--- config.mk ---
export PLATFORM = sky130hd
export DESIGN_NAME = mealy_seq_detector
export DESIGN_NICKNAME = d
export VERILOG_FILES = /design/src/rtl/mealy_seq_detector.sv
export SDC_FILE = /design/constraint.sdc
export NUM_CORES = 1
export LEC_CHECK = 0
export CORE_MARGIN = 2
export CORE_UTILIZATION = 27
export DETAILED_ROUTE_END_ITERATION = 6
export PLACE_DENSITY_LB_ADDON = 0.12
export SYNTH_ARGS = -nofsm -noshare
export SYNTH_HDL_FRONTEND = slang
export SYNTH_SLANG_ARGS = --single-unit
--- constraint.sdc ---
create_clock -name clk -period 5.9 [get_ports clk]
set_input_delay 1.18 -clock clk [delete_from_list [all_inputs] [get_ports clk]]
set_output_delay 1.18 -clock clk [all_outputs]
set_load 0.05 [all_outputs]
--- src/rtl/mealy_seq_detector.sv ---
// Run-time programmable Mealy serial sequence detector with selectable overlap.
// Define SEQ_DET_CNT_EN to build the saturating match counter; otherwise match_cnt is tied to 0.
module mealy_seq_detector #(
  parameter int PAT_W = 8,
  parameter int LEN_W = 4,
  parameter int CNT_W = 8
) (
  input  logic             clk,
  input  logic             rst_n,
  input  logic             load,
  input  logic [PAT_W-1:0] pat_in,
  input  logic [LEN_W-1:0] len_in,
  input  logic             overlap,
  input  logic             in_valid,
  input  logic             din,
  output logic             match,
  output logic             match_q,
  output logic [LEN_W-1:0] fill,
  output logic [CNT_W-1:0] match_cnt
);

  localparam logic [LEN_W-1:0] PAT_W_L = LEN_W'(PAT_W);
  localparam logic [LEN_W-1:0] ONE_L   = LEN_W'(1);

  logic [PAT_W-1:0] pat_q, pat_d;
  logic [LEN_W-1:0] len_q, len_d;
  // The oldest history bit would only ever be shifted out, so it is not stored.
  logic [PAT_W-2:0] hist_q, hist_d;
  logic [LEN_W-1:0] fill_q, fill_d;

  logic [LEN_W-1:0] len_cap;
  logic [PAT_W-1:0] cand;
  logic [PAT_W-1:0] len_mask;
  logic             hit;

  assign cand = {hist_q, din};
  assign fill = fill_q;

  always_comb begin
    if (len_in == '0) begin
      len_cap = ONE_L;
    end else if (len_in > PAT_W_L) begin
      len_cap = PAT_W_L;
    end else begin
      len_cap = len_in;
    end
  end

  always_comb begin
    for (int i = 0; i < PAT_W; i++) begin
      len_mask[i] = (i < int'(len_q));
    end
  end

  // Enough history plus the current bit, and the low L bits agree with the pattern.
  assign hit = (fill_q >= (len_q - ONE_L)) && (((cand ^ pat_q) & len_mask) == '0);

  // State register
  always_ff @(posedge clk) begin
    if (!rst_n) begin
      pat_q   <= '0;
      len_q   <= ONE_L;
      hist_q  <= '0;
      fill_q  <= '0;
      match_q <= 1'b0;
    end else begin
      // NOTE: non-blocking assignments so every flop samples pre-edge values.
      pat_q   <= pat_d;
      len_q   <= len_d;
      hist_q  <= hist_d;
      fill_q  <= fill_d;
      match_q <= match;
    end
  end

  // Next-state logic; load takes priority and discards din.
  always_comb begin
    // NOTE: defaults first so no path leaves a variable unassigned (no latches).
    pat_d  = pat_q;
    len_d  = len_q;
    hist_d = hist_q;
    fill_d = fill_q;
    if (load) begin
      pat_d  = pat_in;
      len_d  = len_cap;
      hist_d = '0;
      fill_d = '0;
    end else if (in_valid) begin
      hist_d = cand[PAT_W-2:0];
      if (match && !overlap) begin
        fill_d = '0;
      end else if (fill_q < len_q) begin
        fill_d = fill_q + ONE_L;
      end
    end
  end

  // Mealy output: registers plus current inputs only, no clock term.
  always_comb begin
    match = in_valid && !load && hit;
  end

`ifdef SEQ_DET_CNT_EN
  logic [CNT_W-1:0] cnt_q;

  always_ff @(posedge clk) begin
    if (!rst_n) begin
      cnt_q <= '0;
    end else if (match && (cnt_q != '1)) begin
      cnt_q <= cnt_q + CNT_W'(1);
    end
  end

  assign match_cnt = cnt_q;
`else
  assign match_cnt = '0;
`endif

endmodule

* Yosys cells after proc, flatten, opt, wreduce, memory -nomap -nowiden *
Cells that the tools add are included.
W data, S select, Z words.

word-level totals
  flip-flop bits (word level) = 24
  bits in latches = 0
  memory bits (writable) = 0
  bits in read-only memories = 0
  input bits = 18
  output and inout port bits = 14
  word-level logic and storage cells = 36
  memories = 0

cells by class
  add/sub/neg operators = 2
  multiply operators = 0
  div/mod/pow operators = 0
  $lt $le $gt $ge = 11
  eq/ne operators = 0
  shifts and indexed selects = 0
  mux-type cells = 4
  bitwise operators = 3
  reduce and logical (&&, ||, !) cells = 11

operators by type and width
  cell                   count
  $lt A3 B4 Y1 const A   4
  $mux W4                4
  $and A8 B8 Y8          1
  $logic_not A8 Y1       1
  $lt A1 B4 Y1 const A   2
  $lt A2 B4 Y1 const A   2
  $xor A8 B8 Y8          1
  $add A4 B1 Y4 const B  1
  $ge A4 B4 Y1           1
  $gt A4 B4 Y1 const B   1
  $logic_and A1 B1 Y1    4
  $logic_not A4 Y1       1
  $lt A4 B4 Y1           1
  $sub A4 B1 Y4 const B  1
  $logic_not A1 Y1       2
  $reduce_and A2 Y1      1
  $reduce_bool A2 Y1     1
  $reduce_or A2 Y1       1
  $not A1 Y1             1

* Longest topological paths before layout *
  depth in word-level cells = 8
  mapped depth = 10
  depth with buffers taken out = 10

* Least setup slack after synthesis *
OpenSTA, ideal clock, no wires.

  path kind = input-to-output
  from = input din
  to = output match
  data arrival time = 2.433 ns
  data required time = 4.720 ns
  path slack = 2.287 ns
  cell stages on the path = 5
  buffers on the path = 0
  cells stage by stage = xnor2_1 a21oi_1 o31ai_4 nand4_1 nor2_1

between the ends
  longest elaborated chain between the ends = 5

ends and longest elaborated chain
  what                 line  RTL
  from (decl)          15    input logic din,
  $xor A8 B8 Y8        56    assign hit = (fill_q >= (len_q - ONE_L)) && (((cand ^ pat_q) & len_mask) == '0);
  $and A8 B8 Y8        56
  $logic_not A8 Y1     56
  $logic_and A1 B1 Y1  56
  $logic_and A1 B1 Y1  100   match = in_valid && !load && hit;
  to (decl)            16    output logic match,

Every way passes these cells.

* Final worst setup path *
  from = input in_valid
  to = output match

between the ends
  longest elaborated chain between the ends = 2

ends and longest elaborated chain
  what                               line  RTL
  from (decl)                        14    input logic in_valid,
  $logic_and A1 B1 Y1 (2 in series)  100

Every way passes these cells.

==> flow_summary.toml <==
[setup_path]
cp_num_buf_inv = 2
reg2reg_depth = 10
path_common_cell = "clkdlybuf4s50_1"
reg2reg_from = "len_q[0]"
r2r-end = "fill[1]"
cp_max_fo = 15
critPathKind = "in2out"
critPathTopFamily = "buffers and inverters"
r2r_slack_ns = 3.52
critical-path-slowest-cell = "clkdlybuf4s50_1"
arrival_ns = 3.33
cp-start-kind = "input port"
crit_path_max_incr_delay_ns = 0.86
crit_chain = "clkdlybuf4s50_1 > nor2b_1 > nand4_1 > nor2_1 > clkdlybuf4s50_1"
cp-end-kind = "output pin"
required_ns = 4.72

[floorplanning]
die_w_um = 77.3
fp.dieArea_sq_um = 5970
boundaryPins = 32
start_util = 0.282
rows = 26
fp.dieH_um = 77.3
coreArea_sq_um = 5140

[clocking]
cts-root-buf = "clkbuf_8"
numCtsBuffers = 3
clk_pin_slew_ns = 0.09
htree_levels = 1
cts_setup_buffers = 0
cts_resized = 0
clkLatencyLatePin_ns = 0.27
clock_sinks = 24
hold_buffers = 0
cts_buffer_depth = 2
cts_tree = "built"

[routing]
wl_per_cell_um = 12.2
viasPerCell = 4.34
routed_wl_um = 3040
drtIter0Drc = 49
drc_errors = 0
drt_pre_antenna_iters = 4
via_count = 1076
drt.antenna.violating_nets = 0

[timing]
slew_violations = 0
period_minus_slack_ns = 4.51
hold_violations = 0
min_period_over_period = 0.764
skew_ns = 0.00147
fin_tns_setup_ns = 0
rsz0062_at_grt = "false"
setup_viol = 0
fmax_mhz = 222
relSlewSlack = 0.593
worst_pin_slew_ns = 0.609

[placement]
placed_cells = 244
dp_hpwl_um = 2420
gp_congestion = 0.685
io_buffer_count = 23

[synth]
ys_ff_latch = 24
ys_seq_area_frac = 0.331
synth_enable_flop_cells = 0
synth_top_cell_by_area = "dfxtp_1"
synth_cells = 158
syn_area_sq_um = 1450
synth.top_cell.area_share = 0.331
synth_area_per_cell_sq_um = 9.18
synthFlopType = "dfxtp_1"
synth_area_leaders = "dfxtp_1 (33%), mux2i_1 (11%), ha_1 (10%)"
synthArstFlopShare = 0
ys_types = 38
yosysWarnings = 0

[layout]
stdcell_count = 248
drive_above_1_share = 0.0506
nets = 209
syn2layout_area_growth_pct = 20.8
final_common_cell = "dfxtp_1"
layout_common_cells = "dfxtp_1 (24), clkdlybuf4s50_1 (23), mux2i_1 (16), nor2_1 (13), ha_1 (12)"
diodes = 0
fin_util = 0.341

[power]
intPower_w = 0.000260
powerDensity_nw_per_um2 = 209
sequentialPowerShare = 0.477
p_switching_w = 0.000105
p_leak_nw = 0.734
peakVddDrop_mv = 0.0905
switching_share = 0.288
comb_power_share = 0.209
p_clk_frac = 0.314

[min_path]
hp-start = "fill[0]"
min_path_type = "reg2reg"
whs_endpoint = "fill[0]"
holdPathStages = 1

[global_routing]
overflow = 0
grt_antenna_before_repair = 0
grt_first_pass_wirelength_um = 5030
grt_pass1_vias = 1074
grt_max_degree = 18
gr-usage-all-layers = 0.106

[run]
maxCapViolations = 0

[outcome]
outcome = "completed"
state kept, by name, summed over array words and instances (netlist names):
name and flops:
hist_q 7, match_q 1, fill 4, pat_q 8, len_q 4
worst max path at each step:
stage / endpoint / startpoint / slack [ns] / depth (start not counted)
finish: match / in_valid / 1.39 / 5
global route: match / din / 1.25 / 7
CTS: match / in_valid / 1.35 / 5
detailed placement: match / in_valid / 1.35 / 5
global placement: match / in_valid / 1.35 / 5
floorplan: match / din / 2.29 / 5
final cells by class:
type                       count  area [sq um]
multi-input combinational    118           861
sequential                    24           480
inverter                       8          30.0
timing repair buffer          24           238
fill                         565          3390
tap                           70          87.6
clock buffer                   4          55.1
kinds of logic (layout without fill, tap and decap cells):
| kind of cell | after synthesis | in the layout | synth area share |
|---|---|---|---|
| flip-flops | 24 | 24 | 0.331 |
| other | 1 | 8 | 0.00259 |
| adder cells (fa/ha/maj) | 12 | 12 | 0.104 |
| AND/OR/NAND/NOR | 43 | 43 | 0.157 |
| XOR/XNOR | 10 | 10 | 0.0604 |
| multiplexers | 16 | 16 | 0.110 |
| buffers and inverters | 23 | 36 | 0.0932 |
| AO/OA/AOI/OAI | 29 | 29 | 0.142 |
layer usage:
metal  GRT usage  wire, um
met5           0         0
met4      0.0482        40
met3      0.0188       118
met2       0.187      1570
met1       0.123      1310
per-stage QoR:
step	area [sq um]	setup WS [ns]	hold WS [ns]	total power [W]
after global placement	1700	1.35	0.507	0.000254
after detailed placement	1700	1.35	0.523	0.000256
after global routing	1750	1.25	0.562	0.000384
after CTS	1750	1.35	0.539	0.000372
after floorplan	1480	2.29	0.481	0.000237
final	1750	1.39	0.532	0.000366
worst register-to-register path, cell delays in order, from the launching register on:
cell and delay [ns]:
dfxtp_1 0.43, inv_1 0.11, ha_1 0.25, xnor2_1 0.14
ha_1 0.28, o21ai_0 0.08, o21bai_1 0.18, o2111ai_1 0.22
o21bai_4 0.26, o22ai_1 0.13, a21o_1 0.21
power by group through the flow:
stage          clock, W  combinational, W  sequential [W]
2_1_floorplan         0         0.0000592        0.000178
3_3_place_gp          0         0.0000757        0.000178
3_5_place_dp          0         0.0000775        0.000179
4_1_cts        0.000119         0.0000776        0.000175
5_1_grt        0.000124         0.0000844        0.000176
6_report       0.000115         0.0000765        0.000175
synthesized netlist by cell type, types with 2 or more instances:
library cell,instances
ha_1,12
and2_1,3
dfxtp_1,24
nor3_1,2
xor2_1,4
nor2b_1,11
o22ai_1,2
buf_4,8
nand2_1,5
mux2i_1,16
nor2_1,13
inv_1,7
xnor2_1,6
a21oi_1,7
buf_6,2
o21ai_0,7
nand2b_1,2
buf_2,3
nand3_1,3
a21o_1,3
Power figures use the tool's default switching activity.
